<file path="config.mk">
export PLATFORM = sky130hd
export DESIGN_NAME = fb_scanout_flat
export DESIGN_NICKNAME = d
export VERILOG_FILES = /design/src/rtl/fb_scanout_if.sv /design/src/rtl/fb_scanout.sv /design/src/flat_wrapper.sv
export SDC_FILE = /design/constraint.sdc
export NUM_CORES = 1
export LEC_CHECK = 0
export ABC_AREA = 1
export BUFFER_PORTS_ARGS = -buffer_cell sky130_fd_sc_hd__buf_2
export CORE_UTILIZATION = 45
export CTS_CLUSTER_SIZE = 30
export DETAILED_ROUTE_END_ITERATION = 10
export PLACE_DENSITY_LB_ADDON = 0.15
export SLEW_MARGIN = 10
export SYNTH_ARGS = -nofsm -noshare
export SYNTH_HDL_FRONTEND = slang
export SYNTH_SLANG_ARGS = --single-unit
</file>
<file path="constraint.sdc">
create_clock -name clk -period 2.53 [get_ports clk]
set_input_delay 0.1265 -clock clk [delete_from_list [all_inputs] [get_ports clk]]
set_output_delay 0.1265 -clock clk [all_outputs]
set_load 0.005 [all_outputs]
</file>
<file path="src/rtl/fb_scanout_if.sv">
`default_nettype none
// +----------------------------------------------------------------------------+
// | Module   : fb_scanout_if                                                   |
// | Purpose  : Frame-buffer read port plus the valid/ready pixel stream used   |
// |            by fb_scanout. master = scanout side, slave = memory/sink side. |
// | Revision : 1.0                                                            |
// +----------------------------------------------------------------------------+
interface fb_scanout_if #(
  parameter int FB_ADDR_W = 19,
  parameter int COLOR_W   = 24
);
  logic                 fb_rd_en;
  logic [FB_ADDR_W-1:0] fb_addr;
  logic [COLOR_W-1:0]   fb_rd_data;
  logic                 px_valid;
  logic                 px_ready;
  logic [COLOR_W-1:0]   px_data;
  logic                 px_sof;
  logic                 px_eol;
  logic                 px_eof;

  modport master (
    output fb_rd_en, fb_addr,
    input  fb_rd_data,
    output px_valid, px_data, px_sof, px_eol, px_eof,
    input  px_ready
  );

  modport slave (
    input  fb_rd_en, fb_addr,
    output fb_rd_data,
    input  px_valid, px_data, px_sof, px_eol, px_eof,
    output px_ready
  );
endinterface
`default_nettype wire

</file>
<file path="src/rtl/fb_scanout.sv">
`default_nettype none
// +----------------------------------------------------------------------------+
// | Module   : fb_scanout                                                      |
// | Purpose  : Reads one frame from the frame buffer in raster order, hides    |
// |            the fixed read latency with a credit-limited prefetch FIFO and  |
// |            emits a valid/ready pixel stream with sof/eol/eof markers.      |
// | Revision : 1.0                                                            |
// +----------------------------------------------------------------------------+
module fb_scanout #(
  parameter int WIDTH      = 640,
  parameter int HEIGHT     = 480,
  parameter int FB_ADDR_W  = 19,
  parameter int COLOR_W    = 24,
  parameter int RD_LAT     = 4,
  parameter int FIFO_DEPTH = 8
) (
  input  logic         clk,
  input  logic         rst,
  input  logic         start,
  fb_scanout_if.master bus,
  output logic         busy,
  output logic         frame_done
);
  localparam int PTR_W = $clog2(FIFO_DEPTH);
  localparam int CNT_W = $clog2(FIFO_DEPTH) + 1;
  localparam int X_W   = (WIDTH  > 1) ? $clog2(WIDTH)  : 1;
  localparam int Y_W   = (HEIGHT > 1) ? $clog2(HEIGHT) : 1;
  localparam logic [FB_ADDR_W-1:0] LAST_ADDR = FB_ADDR_W'(WIDTH * HEIGHT - 1);
  localparam logic [X_W-1:0]       LAST_X    = X_W'(WIDTH - 1);
  localparam logic [Y_W-1:0]       LAST_Y    = Y_W'(HEIGHT - 1);
  localparam logic [CNT_W-1:0]     DEPTH_C   = CNT_W'(FIFO_DEPTH);

  typedef enum logic [1:0] {
    S_IDLE  = 2'd0,
    S_SCAN  = 2'd1,
    S_DRAIN = 2'd2,
    S_DONE  = 2'd3
  } state_t;

  state_t               state, state_nxt;
  logic [FB_ADDR_W-1:0] rd_count;
  logic [RD_LAT-1:0]    vpipe, vpipe_nxt;
  logic [CNT_W-1:0]     inflight;
  logic [CNT_W-1:0]     count;
  logic [PTR_W-1:0]     wr_ptr, rd_ptr;
  logic [COLOR_W-1:0]   mem [FIFO_DEPTH];
  logic [X_W-1:0]       out_x;
  logic [Y_W-1:0]       out_y;
  logic                 rd_en, credit_ok, push, pop, px_valid, px_eol, px_eof;

  // Reads still travelling through the memory pipe hold a FIFO slot in reserve.
  always_comb begin
    inflight = '0;
    for (int i = 0; i < RD_LAT; i++) inflight = inflight + CNT_W'(vpipe[i]);
  end

  assign credit_ok = (inflight + count) < DEPTH_C;
  assign push      = vpipe[RD_LAT-1];
  assign px_valid  = (count != '0);
  assign pop       = px_valid && bus.px_ready;
  assign px_eol    = px_valid && (out_x == LAST_X);
  assign px_eof    = px_eol && (out_y == LAST_Y);

  // Valid pipe marking which cycles carry returned read data.
  generate
    if (RD_LAT == 1) begin : g_vpipe_one
      assign vpipe_nxt = rd_en;
    end else begin : g_vpipe_shift
      assign vpipe_nxt = {vpipe[RD_LAT-2:0], rd_en};
    end
  endgenerate

  // Frame sequencing state register.
  always_ff @(posedge clk) begin
    if (rst) state <= S_IDLE;
    else     state <= state_nxt;
  end

  // Next state, read strobe and status outputs.
  always_comb begin
    state_nxt  = state;
    rd_en      = 1'b0;
    frame_done = 1'b0;
    busy       = (state != S_IDLE);
    case (state)
      S_IDLE:  if (start) state_nxt = S_SCAN;
      S_SCAN: begin
        rd_en = credit_ok;
        if (credit_ok && (rd_count == LAST_ADDR)) state_nxt = S_DRAIN;
      end
      S_DRAIN: if (pop && px_eof) state_nxt = S_DONE;
      S_DONE: begin
        frame_done = 1'b1;
        state_nxt  = S_IDLE;
      end
      default: state_nxt = S_IDLE;
    endcase
  end

  // Address counter, latency pipe, FIFO bookkeeping and output position.
  always_ff @(posedge clk) begin
    if (rst) begin
      rd_count <= '0;
      vpipe    <= '0;
      count    <= '0;
      wr_ptr   <= '0;
      rd_ptr   <= '0;
      out_x    <= '0;
      out_y    <= '0;
    end else begin
      vpipe <= vpipe_nxt;
      if ((state == S_IDLE) && start) begin
        rd_count <= '0;
        out_x    <= '0;
        out_y    <= '0;
      end else begin
        if (rd_en) rd_count <= rd_count + FB_ADDR_W'(1);
        if (pop) begin
          if (out_x == LAST_X) begin
            out_x <= '0;
            out_y <= (out_y == LAST_Y) ? '0 : out_y + Y_W'(1);
          end else begin
            out_x <= out_x + X_W'(1);
          end
        end
      end
      if (push) wr_ptr <= wr_ptr + PTR_W'(1);
      if (pop)  rd_ptr <= rd_ptr + PTR_W'(1);
      case ({push, pop})
        2'b10:   count <= count + CNT_W'(1);
        2'b01:   count <= count - CNT_W'(1);
        default: count <= count;
      endcase
    end
  end

  // FIFO storage; contents need no reset since count gates visibility.
  always_ff @(posedge clk) begin
    if (push) mem[wr_ptr] <= bus.fb_rd_data;
  end

  // The credit rule must make a push into a full FIFO impossible.
  always_ff @(posedge clk) begin
    if (!rst) assert (!(push && !pop && (count == DEPTH_C)));
  end

  assign bus.fb_rd_en = rd_en;
  assign bus.fb_addr  = rd_count;
  assign bus.px_valid = px_valid;
  assign bus.px_data  = px_valid ? mem[rd_ptr] : '0;
  assign bus.px_sof   = px_valid && (out_x == '0) && (out_y == '0);
  assign bus.px_eol   = px_eol;
  assign bus.px_eof   = px_eof;
endmodule
`default_nettype wire

</file>
<file path="src/flat_wrapper.sv">
// flat-port wrapper written by rule: the top's interface ports become plain ports
module fb_scanout_flat 
#(
  parameter int WIDTH      = 640,
  parameter int HEIGHT     = 480,
  parameter int FB_ADDR_W  = 19,
  parameter int COLOR_W    = 24,
  parameter int RD_LAT     = 4,
  parameter int FIFO_DEPTH = 8
)
  (clk, rst, start, busy, frame_done, bus_fb_rd_en, bus_fb_addr, bus_fb_rd_data, bus_px_valid, bus_px_data, bus_px_sof, bus_px_eol, bus_px_eof, bus_px_ready);
  fb_scanout_if #(.FB_ADDR_W(FB_ADDR_W), .COLOR_W(COLOR_W)) bus_i ();
  input  logic clk;
  input  logic rst;
  input  logic start;
  output logic busy;
  output logic frame_done;
  output wire logic [$bits(bus_i.fb_rd_en)-1:0] bus_fb_rd_en;
  output wire logic [$bits(bus_i.fb_addr)-1:0] bus_fb_addr;
  input wire logic [$bits(bus_i.fb_rd_data)-1:0] bus_fb_rd_data;
  output wire logic [$bits(bus_i.px_valid)-1:0] bus_px_valid;
  output wire logic [$bits(bus_i.px_data)-1:0] bus_px_data;
  output wire logic [$bits(bus_i.px_sof)-1:0] bus_px_sof;
  output wire logic [$bits(bus_i.px_eol)-1:0] bus_px_eol;
  output wire logic [$bits(bus_i.px_eof)-1:0] bus_px_eof;
  input wire logic [$bits(bus_i.px_ready)-1:0] bus_px_ready;
  assign bus_fb_rd_en = bus_i.fb_rd_en;
  assign bus_fb_addr = bus_i.fb_addr;
  assign bus_i.fb_rd_data = bus_fb_rd_data;
  assign bus_px_valid = bus_i.px_valid;
  assign bus_px_data = bus_i.px_data;
  assign bus_px_sof = bus_i.px_sof;
  assign bus_px_eol = bus_i.px_eol;
  assign bus_px_eof = bus_i.px_eof;
  assign bus_i.px_ready = bus_px_ready;
  fb_scanout #(.WIDTH(WIDTH), .HEIGHT(HEIGHT), .FB_ADDR_W(FB_ADDR_W), .COLOR_W(COLOR_W), .RD_LAT(RD_LAT), .FIFO_DEPTH(FIFO_DEPTH)) u_core (.clk(clk), .rst(rst), .start(start), .bus(bus_i), .busy(busy), .frame_done(frame_done));
endmodule
</file>
Word-level counts from Yosys, hierarchy flattened
Memory sizes are Yosys's and may differ from the RTL's. A register that Yosys moved wholly into a read port is not among the register bits. Index checks and enable logic that the tools add are counted. W data, S select, Z words.

Memories kept: 1. Bits in registers: 54. RAM bits: 192. Input bits: 28.

Memories: u_core.mem (words 8, bits a word 24, rd ports 1, clocked after Yosys merged registers in 1, write ports 1, line fb_scanout.sv:46) `logic [COLOR_W-1:0] mem [FIFO_DEPTH];`.

Reduce and logical (&&, ||, !) cells: 17. Magnitude comparators: 1. Eq/ne operators: 11. Mux-type cells: 14. Add/subtract/negate cells: 11.

Operators with widths (number): $mux W24 (1); $add A19 B1 Y19 const B (1); $eq A19 B19 Y1 const B (1); $add A10 B1 Y10 const B (1); $eq A10 B10 Y1 const B (1); $logic_not A10 Y1 (1); $mux W10 (1); $add A9 B1 Y9 const B (1); $eq A9 B9 Y1 const B (1); $logic_not A9 Y1 (1); $mux W9 (1); $add A4 B1 Y4 (2); $logic_and A1 B1 Y1 (8); $pmux W2 S4 (1); $pmux W4 S2 (1); $add A3 B1 Y3 const B (2); $eq A2 B2 Y1 const B (3); $mux W2 (3); $mux W3 (2); $add A4 B1 Y4 const B (1); $add A4 B4 Y4 (1); $eq A2 B1 Y1 const B (2); $lt A4 B4 Y1 const B (1); $mux W1 (4); 10 further kinds (12).

Logic depth before layout (Yosys ltp)
Gate-level depths: netlist of run 1.

Word-level depth: 8. Gate-level depth with buffers: 15. Mapped depth without buffers: 15.

Least setup slack after synthesis of run 1
Ideal clock, no wire load.

Kind: reg-to-reg. Start: reg u_core.vpipe[3]. End: mem u_core.mem[0][0], enable pin. Buffers on the path: 0. Data required time: 2.125 ns. Slack: 0.311 ns. Stages on the path, launching flop included: 4. Setup time: 0.405 ns. Data arrival time: 1.814 ns. Path through: dfxtp_1 inv_1 or2_2 nor2_1.

Cells in the longest elaborated chain, start to end: 2.

RTL lines: start, declared (line fb_scanout.sv:42) `logic [RD_LAT-1:0] vpipe, vpipe_nxt;`; start signal, assigned (line fb_scanout.sv:111) `vpipe <= vpipe_nxt;`; $mux W1 (line fb_scanout.sv:139) `if (push) mem[wr_ptr] <= bus.fb_rd_data;`; $mux W1 (implied by the code) (line fb_scanout.sv:139); end, declared (line fb_scanout.sv:46).

No other way between the ends.

Worst setup path in the final report of run 1
Start: reg u_core.vpipe[1]. End: out bus_fb_rd_en.

Cells in the longest elaborated chain, start to end: 6.

RTL lines: $add A1 B1 Y2 (line fb_scanout.sv:54) `for (int i = 0; i < RD_LAT; i++) inflight = inflight + CNT_W'(vpipe[i]);`; $add A4 B1 Y4 (2 in a row) (line fb_scanout.sv:54); $add A4 B4 Y4 (line fb_scanout.sv:57) `assign credit_ok = (inflight + count) < DEPTH_C;`; $lt A4 B4 Y1 (line fb_scanout.sv:57); $mux W1 (line fb_scanout.sv:85) `case (state)`; end, declared (line flat_wrapper.sv:18) `output wire logic [$bits(bus_i.fb_rd_en)-1:0] bus_fb_rd_en;`.

No other way between the ends.

==> results.sh, run 1 <==
export IMPL_portBuffers=77
export IMPL_pin_count=78
export IMPL_row_count=55
export IMPL_h_tree_depth=1
export IMPL_initial_core_util=0.464
export IMPL_r2r_start="u_core.vpipe[1]"
export IMPL_cpPeakStageDelay_ps=330
export IMPL_wirelength_um=23100
export IMPL_ys_seq_area_frac=0.649
export IMPL_ys_warn_count=0
export IMPL_stdcell_area_um2=12600
export IMPL_cpMostUsedCell="nand2_1"
export IMPL_clkTransAtPathRegs_ps=60
export IMPL_hp_class="in -> reg"
export IMPL_die_h_um=156
export IMPL_fill_cells=1986
export IMPL_hold_viol=0
export IMPL_period_share=0.966
export IMPL_cp_num_buf_inv=3
export IMPL_synth_flop_cell="edfxtp_1"
export IMPL_die_w_um=156
export IMPL_skew_ps=10.3
export IMPL_antenna_left=0
export IMPL_setup_viol=0
export IMPL_cp_start_kind="flip-flop"
export IMPL_grt_max_degree=97
export IMPL_fin_nets=1170
export IMPL_power_leakage_nw=4.54
export IMPL_end_kind="primary output"
export IMPL_rsz0062_at_grt="true"
export IMPL_placed_area_um2=11500
export IMPL_post_route_util=0.552
export IMPL_drcViolationCount=0
export IMPL_final_cells=1455
export IMPL_worstPathCellList="ha_1 -> fa_2 -> ha_1 -> nand2_1 -> inv_1 -> nand2_1 -> nand2_1 -> nand2_1 -> nand2_2 -> nand2_4 -> inv_6 -> buf_2"
export IMPL_grt_ovfl_total=0
export IMPL_syn_area_um2=10600
export IMPL_cts_root_buf="clkbuf_16"
export IMPL_min_to="u_core.state[0]"
export IMPL_core_um2=22900
export IMPL_antenna_found_initial=0
export IMPL_drive_gt1_frac=0.156
export IMPL_cts_inserted_buffers=28
export IMPL_reg2reg_to="u_core.bus.fb_addr[9]"
export IMPL_arrival_ps=2320
export IMPL_slew_headroom=0.632
export IMPL_num_antenna_cells=0
export IMPL_max_cap_violations=0
export IMPL_placed_cells=1376
export IMPL_critPathTopFamily="adder cells"
export IMPL_synth_async_reset_ratio=0
export IMPL_synth_edf_count=192
export IMPL_status="finished, final reports clean"
export IMPL_grt_pass1_vias=7104
export IMPL_p_total_mw=12.0
export IMPL_synth_nets=1055
export IMPL_drt_pre_antenna_iters=5
export IMPL_routedWlPerCell_um=15.9
export IMPL_clockBufferDepth=3
export IMPL_min_period_ps=2440
export IMPL_reg2regPathDepth=15
export IMPL_ir_drop_uv=597
export IMPL_dp_hpwl_um=13600
export IMPL_grt_usage=0.193
export IMPL_routabilityCongestion=0.821
export IMPL_seqCellArea_um2=6910
export IMPL_maxSlewViolCount=0
export IMPL_avgSynthCellArea_um2=10.6
export IMPL_hp_start="start"
export IMPL_syn2layout_area_growth_pct=18.8
export IMPL_cts_tree="done"
export IMPL_cp_slowest_cell="fa_2"
export IMPL_multiInputGateArea_um2=3300
export IMPL_fp_dieArea_um2=24300
export IMPL_grt_pass1_wl_um=36700
export IMPL_via_per_inst=5.18
export IMPL_synth_cell_types=38
export IMPL_drtIter0Drc=432
export IMPL_synthCells=1006
export IMPL_p_per_area_nw_per_um2=947
export IMPL_hold_depth=5
export IMPL_r2r_slack_ps=230
export IMPL_fmax_ghz=0.409
export IMPL_ys_ff_latch=249
export IMPL_vias=7535
export IMPL_cts_sinks=249
export IMPL_worstPathMaxFanout=3
export IMPL_clk_insertion_delay_late_ps=540
export IMPL_worstSetupPathType="reg -> out"
export IMPL_worst_pin_slew_ps=552
export IMPL_hold_ws_ps=25.1
export IMPL_critical_path_required_ps=2400
[registers in the layout, summed over array words and instances, names as in the netlist, named ones only]
| register | flops |
|---|---|
| u_core.mem | 192 |
| u_core.bus.fb_addr | 19 |
| u_core.out_x | 10 |
| u_core.out_y | 9 |
| u_core.count | 4 |
| u_core.vpipe | 4 |
| u_core.rd_ptr | 3 |
| u_core.wr_ptr | 3 |
| u_core.state | 2 |
[layer usage]
metal	vias to the layer above	part of all wire	global-route usage
li1	3738	-	-
met1	3608	0.46	0.255
met2	158	0.48	0.334
met3	31	0.039	0.0269
met4	0	0.019	0.0523
met5	-	0	0
[timing repair]
item / in CTS / in global routing
setup buffers: 1 / 1
endpoints found under the setup margin: 1 / 6
hold buffers: 26 / 0
endpoints found under the hold margin: 200 / 0
gates resized for setup: 2 / 4
pin swaps: 0 / 2
[area by class of cell]
class | instances | area share
clock buffers | 37 | 0.0589
well taps | 313 | 0.0310
inverters | 64 | 0.0196
clock inverters | 14 | 0.00940
repair buffers | 130 | 0.0731
flip-flops and latches | 249 | 0.547
multi-input cells | 648 | 0.261
[synth_stat cells (all sizes together) (17+ instances only)]
master	n	share of area
inv	63	0.022
nor3	17	0.0085
o21ai	90	0.042
clkbuf	30	0.011
ha	19	0.022
o32ai	48	0.040
nand2	116	0.044
nor2	266	0.096
a21oi	37	0.017
nand3	18	0.0099
edfxtp	192	0.54
dfxtp	57	0.11
[tightest hold or removal path, delay by kind of cell]
kind / cells / cell delay [ps]
AOI/OAI and AO/OA: 1 / 30
buffers and inverters: 1 / 80
and+or+nand+nor: 3 / 270
[kinds of logic after synthesis]
| group | synth area share |
|---|---|
| buf+inv | 0.0429 |
| flops | 0.649 |
| fa+ha+maj | 0.0261 |
| xor+xnor | 0.00988 |
| simple gates | 0.170 |
| compound gates | 0.101 |
[metrics by stage]
step                      setup WS, ps  setup TNS [ps]
after global placement             239               0
after detailed placement           202               0
final                             86.4               0
after floorplan                    311               0
after CTS                         1.11               0
after global routing             -42.5           -42.5
[cell usage in the layout, fill, tap and decap left out, drive strengths merged, types with 3 or more instances in the layout]
master       count
o21ai           90
nor2           266
o32ai           48
nand3           18
clkbuf          37
edfxtp         192
nand4           12
dfxtp           57
nand2          116
dlygate4sd3     26
nor3            17
clkinv          11
inv             65
xnor2            3
ha              19
a21oi           37
xor2             9
buf            104
[report_power, final]
group | internal (mW) | switching [mW] | total [mW]
Combinational | 1.34 | 2.18 | 3.53
Clock | 2.18 | 1.57 | 3.75
Sequential | 4.51 | 0.180 | 4.69
Total | 8.04 | 3.93 | 12.0
[worst max path at each step]
stage                    startpoint                     to  slack, ps  cells after the start
floorplan           u_core.vpipe[3]       u_core.mem[0][0]        310                      3
global placement    u_core.vpipe[0]  u_core.bus.fb_addr[9]        240                     15
detailed placement  u_core.vpipe[0]  u_core.bus.fb_addr[9]        200                     15
CTS                 u_core.vpipe[0]           bus_fb_rd_en          1                     12
global route        u_core.vpipe[1]           bus_fb_rd_en        -40                     12
finish              u_core.vpipe[1]           bus_fb_rd_en         90                     12
No activity file was read; power rests on OpenSTA's default activity.
==> inputs of run 2 (changes only) <==
- CORE_ASPECT_RATIO: not set -> 1.1
- REMOVE_ABC_BUFFERS: not set -> 1
==> results.sh, run 2 (same netlist as run 1, synthesis figures left out) <==
export IMPL_reg2reg_to="u_core.bus.fb_addr[5]"
export IMPL_r2r_start="u_core.vpipe[1]"
export IMPL_seqCellArea_um2=6910
export IMPL_h_tree_depth=1
export IMPL_hold_depth=4
export IMPL_arrival_ps=2310
export IMPL_max_cap_violations=0
export IMPL_antenna_left=0
export IMPL_portBuffers=77
export IMPL_routabilityCongestion=0.871
export IMPL_clockBufferDepth=3
export IMPL_die_h_um=163
export IMPL_antenna_found_initial=0
export IMPL_period_share=0.965
export IMPL_cts_root_buf="clkbuf_16"
export IMPL_min_to="u_core.out_x[9]"
export IMPL_row_count=58
export IMPL_grt_usage=0.199
export IMPL_hp_class="in -> reg"
export IMPL_clkTransAtPathRegs_ps=60
export IMPL_final_cell_mix="nor2_1 (254), edfxtp_1 (192), nand2_1 (105)"
export IMPL_min_period_ps=2440
export IMPL_fmax_ghz=0.410
export IMPL_worstPathMaxFanout=4
export IMPL_p_per_area_nw_per_um2=958
export IMPL_placed_area_um2=11400
export IMPL_pin_count=78
export IMPL_rsz0062_at_grt="true"
export IMPL_post_route_util=0.550
export IMPL_grt_pass1_vias=7222
export IMPL_grt_ovfl_total=0
export IMPL_fill_cells=2016
export IMPL_reg2regPathDepth=15
export IMPL_grt_max_degree=52
export IMPL_vias=7466
export IMPL_critical_path_required_ps=2400
export IMPL_post_place_ws_ps=211
export IMPL_largest_register="u_core.mem"
export IMPL_drt_pre_antenna_iters=5
export IMPL_hold_viol=0
export IMPL_setup_slack_ps=88.7
export IMPL_drive_gt1_frac=0.161
export IMPL_cts_tree="done"
export IMPL_wirelength_um=23500
export IMPL_stdcell_area_um2=12700
export IMPL_multiInputGateArea_um2=3360
export IMPL_skew_ps=12.6
export IMPL_num_antenna_cells=0
export IMPL_cts_inserted_buffers=26
export IMPL_die_w_um=149
export IMPL_via_per_inst=5.20
export IMPL_initial_core_util=0.462
export IMPL_drcViolationCount=0
export IMPL_setup_tns_final_ps=0
export IMPL_syn2layout_area_growth_pct=19.0
export IMPL_routedWlPerCell_um=16.3
export IMPL_power_leakage_nw=4.53
export IMPL_end_kind="primary output"
export IMPL_hp_start="start"
export IMPL_clk_insertion_delay_late_ps=520
export IMPL_worst_pin_slew_ps=526
export IMPL_fp_dieArea_um2=24300
export IMPL_core_um2=23000
export IMPL_largest_reg_flops=192
export IMPL_cp_start_kind="flip-flop"
export IMPL_cts_sinks=249
export IMPL_worstSetupPathType="reg -> out"
export IMPL_status="finished, final reports clean"
export IMPL_setup_viol=0
export IMPL_maxSlewViolCount=0
export IMPL_dp_hpwl_um=13500
export IMPL_ir_drop_uv=565
export IMPL_layout_commonest_cell="nor2_1"
export IMPL_fin_nets=1166
export IMPL_critPathLaunch="u_core.vpipe[1]"
export IMPL_grt_pass1_wl_um=37700
export IMPL_r2r_slack_ps=250
export IMPL_drtIter0Drc=311
export IMPL_slew_headroom=0.649
run 2: cell count changes in the layout (fill, tap and decap cells not counted), moves of 3 or more:
cell,change
clkbuf_1,-3
buf_12,-3
nor2_2,-6
bufinv_16,+3
nor2_4,+6
run 2: how the worst max path moves through the flow:
| stage | cells after the start | end | slack [ps] |
|---|---|---|---|
| floorplan | 5 | bus_px_data[0] | -840 |
| global placement | 14 | u_core.bus.fb_addr[5] | 230 |
| detailed placement | 14 | u_core.bus.fb_addr[5] | 210 |
| CTS | 12 | bus_fb_rd_en | 2 |
| global route | 12 | bus_fb_rd_en | -1 |
| finish | 12 | bus_fb_rd_en | 90 |
run 2: power by group:
group | leakage (nW) | switching [mW] | internal [mW]
clock | 0.426 | 1.50 | 2.36
sequential | 2.19 | 0.176 | 4.51
combinational | 1.91 | 2.21 | 1.38
total | 4.53 | 3.88 | 8.25
run 2: area by class of cell:
cell class | count | share of cell area
clock inverters | 15 | 0.0146
inverters | 64 | 0.0196
flip-flops and latches | 249 | 0.546
well taps | 300 | 0.0297
multi-input cells | 648 | 0.266
clock buffers | 32 | 0.0549
repair buffers | 128 | 0.0693
run 2: worst max-delay path: stages, from the launching register on:
cell	delay [ps]
dfxtp_2	330
ha_4	240
fa_2	370
ha_4	240
nand2_2	50
inv_2	30
nand2_2	60
nand2_1	50
nand2_1	70
nand2_2	80
nand2_4	110
clkinv_4	60
buf_6	110
run 2: stage by stage:
stage / cells / power (mW) / hold WS (ps)
floorplan: 961 / 6.87 / 196
detailed placement: 1360 / 8.29 / 400
finish: 1436 / 12.1 / 54.8
global route: 1436 / 12.8 / 86.3
CTS: 1434 / 12.2 / 44.6
global placement: 1360 / 8.23 / 395
run 2: what timing repair did:
| item | CTS | global route |
|---|---|---|
| endpoints found under the hold margin | 200 | 0 |
| setup endpoints to repair | 1 | 4 |
| hold buffers | 26 | 0 |
| resized for setup | 3 | 12 |
| buffers inserted | 1 | 2 |
| pin swaps | 0 | 6 |
run 2: layer usage:
metal	vias to the layer above	routed length (um)	GRT usage
li1	3731	-	-
met4	0	528	0.0600
met5	-	0	0
met3	45	1030	0.0277
met2	158	11700	0.349
met1	3532	10200	0.253
==> inputs of run 3 (changes only) <==
- ABC_AREA: 1 -> not set
==> results.sh, run 3 <==
export IMPL_status="complete, but fails checks"
export IMPL_violations="setup timing"
export IMPL_setup_tns_final_ps=-321
export IMPL_cts_tree="done"
export IMPL_routedWlPerCell_um=18.8
export IMPL_clockPowerShare=0.398
export IMPL_critical_path_required_ps=2400
export IMPL_synth_edf_count=192
export IMPL_synth_area_leaders="edfxtp_1 (57%), dfxtp_1 (11%), mux4_2 (11%)"
export IMPL_num_antenna_cells=0
export IMPL_cp_endpoint="bus_fb_rd_en"
export IMPL_ys_warn_count=0
export IMPL_seqCellArea_um2=6910
export IMPL_critPathLaunch="u_core.vpipe[1]"
export IMPL_pin_count=78
export IMPL_r2r_slack_ps=-50
export IMPL_worstSetupPathType="reg -> out"
export IMPL_dp_hpwl_um=12200
export IMPL_placed_cells=1000
export IMPL_synthAdderAreaFrac=0.0275
export IMPL_largest_reg_flops=192
export IMPL_arrival_ps=2500
export IMPL_hold_ws_ps=21.8
export IMPL_cts_sinks=249
export IMPL_hp_start="start"
export IMPL_ir_drop_uv=447
export IMPL_setup_slack_ps=-99.0
export IMPL_synth_flop_cell="edfxtp_1"
export IMPL_cts_root_buf="clkbuf_16"
export IMPL_fp_dieArea_um2=23100
export IMPL_initial_core_util=0.459
export IMPL_r2r_start="u_core.vpipe[1]"
export IMPL_largest_register="u_core.mem"
export IMPL_max_cap_violations=0
export IMPL_ys_seq_area_frac=0.683
export IMPL_slew_headroom=0.637
export IMPL_grt_max_degree=37
export IMPL_synth_compound_area_frac=0.0355
export IMPL_synth_xor_area_frac=0.0243
export IMPL_cts_inserted_buffers=26
export IMPL_clockBufferDepth=3
export IMPL_row_count=57
export IMPL_routabilityCongestion=0.815
export IMPL_reg2reg_to="u_core.bus.fb_addr[7]"
export IMPL_min_period_ps=2630
export IMPL_synth_top_area_cell="edfxtp_1"
export IMPL_synth_cell_types=53
export IMPL_synthMuxAreaShare=0.135
export IMPL_synthCells=626
export IMPL_multiInputGateArea_um2=3220
export IMPL_p_comb_frac=0.082
export IMPL_p_int_mw=6.75
export IMPL_ys_ff_latch=249
export IMPL_layout_commonest_cell="edfxtp_1"
export IMPL_grt_usage=0.178
export IMPL_die_w_um=145
export IMPL_worst_pin_slew_ps=544
export IMPL_h_tree_depth=1
export IMPL_rsz0062_at_grt="true"
export IMPL_switching_share=0.217
export IMPL_setup_viol=9
export IMPL_avgSynthCellArea_um2=16.1
export IMPL_fmax_ghz=0.380
export IMPL_portBuffers=77
export IMPL_vias=5793
export IMPL_synth_simple_area_share=0.0774
export IMPL_core_um2=22000
export IMPL_fill_cells=1777
export IMPL_yosysMostFrequentCell="edfxtp_1"
export IMPL_via_per_inst=5.33
export IMPL_yosysTopAreaCellShare=0.570
export IMPL_synth_top_family_by_area="multiplexers"
export IMPL_synth_async_reset_ratio=0
export IMPL_final_cell_mix="edfxtp_1 (192), buf_2 (77), nor2_1 (60)"
export IMPL_hold_viol=0
export IMPL_drt_pre_antenna_iters=4
export IMPL_p_per_area_nw_per_um2=693
export IMPL_antenna_found_initial=0
export IMPL_wirelength_um=20400
export IMPL_worstPathMaxFanout=2
export IMPL_period_share=1.04
export IMPL_die_h_um=159
export IMPL_maxSlewViolCount=0
export IMPL_clkTransAtPathRegs_ps=60
export IMPL_syn_area_um2=10100
export IMPL_synthTopCellsByCount="edfxtp_1 (192), nor2_1 (66), dfxtp_1 (57)"
export IMPL_grt_pass1_vias=6070
export IMPL_drcViolationCount=0
export IMPL_antenna_left=0
export IMPL_fin_nets=823
export IMPL_cp_start_kind="flip-flop"
export IMPL_power_leakage_nw=4.21
export IMPL_final_cells=1087
export IMPL_reg2regPathDepth=11
export IMPL_skew_ps=10.8
export IMPL_clk_insertion_delay_late_ps=520
export IMPL_grt_ovfl_total=0
export IMPL_drive_gt1_frac=0.308
export IMPL_syn2layout_area_growth_pct=23.0
export IMPL_switchingPower_mw=1.87
export IMPL_seqPwrFrac=0.520
export IMPL_hp_class="in -> reg"
export IMPL_drtIter0Drc=274
export IMPL_grt_pass1_wl_um=32500
export IMPL_end_kind="primary output"
==> run 3: logic make-up (layout without fill, tap and decap cells) <==
group / Yosys count / after routing
adder cells (fa/ha/maj): 21 / 21
multiplexers: 76 / 76
buffers and inverters: 44 / 210
AO/OA/AOI/OAI: 52 / 52
AND/OR/NAND/NOR: 156 / 156
flip-flops: 249 / 249
XOR/XNOR: 28 / 28
==> run 3: area by class of cell <==
class | instances | share of cell area
repair buffers | 145 | 0.0880
multi-input cells | 333 | 0.259
clock buffers | 38 | 0.0585
flip-flops and latches | 249 | 0.556
inverters | 19 | 0.00574
well taps | 295 | 0.0297
clock inverters | 8 | 0.00342
==> run 3: per-layer routing <==
metal,up-vias,track usage,share of wire
li1,2702,-,-
met1,2954,0.223,0.42
met2,113,0.325,0.53
met3,24,0.0281,0.039
met4,0,0.0411,0.013
met5,-,0,0
==> run 3: worst min-delay path by stage <==
stage / to / slack, ps / cells after the start
after floorplan: u_core.count[3] / 200 / 1
after global placement: u_core.mem[4][13] / 390 / 1
after detailed placement: u_core.mem[6][10] / 400 / 1
after CTS: u_core.bus.fb_addr[6] / 4 / 3
after global routing: u_core.bus.fb_addr[6] / 40 / 3
final: u_core.bus.fb_addr[6] / 20 / 3
==> run 3: what timing repair did <==
action                                 CTS  global route
endpoints found under the hold margin  197             0
resized for setup                       12            21
setup endpoints to repair               13            15
pin swaps                               15            18
setup buffers                            7             9
hold buffers                            25             0
==> run 3: power groups by stage <==
stage | sequential (mW) | combinational (mW) | clock (mW)
after CTS | 4.49 | 0.681 | 3.52
after detailed placement | 4.57 | 0.618 | 0
after global routing | 4.49 | 0.776 | 3.67
final | 4.49 | 0.703 | 3.43
after floorplan | 4.58 | 0.353 | 0
after global placement | 4.57 | 0.592 | 0
==> run 3: critical path, stage by stage, from the launching register on <==
cell	delay, ps
dfxtp_2	330
ha_4	230
fa_2	350
ha_4	260
nand4_1	100
and3b_2	250
buf_6	130
o21ai_4	150
inv_1	50
buf_2	120
==> run 3: metrics by stage <==
stage	util	power, mW	cell area, um2	setup WS (ps)
floorplan	-	4.94	10000	-526
global placement	0.505	5.16	11100	-8.17
detailed placement	0.505	5.19	11100	-89.2
CTS	0.556	8.69	12300	-67.5
global route	0.564	8.94	12400	-199
finish	0.564	8.62	12400	-99.0
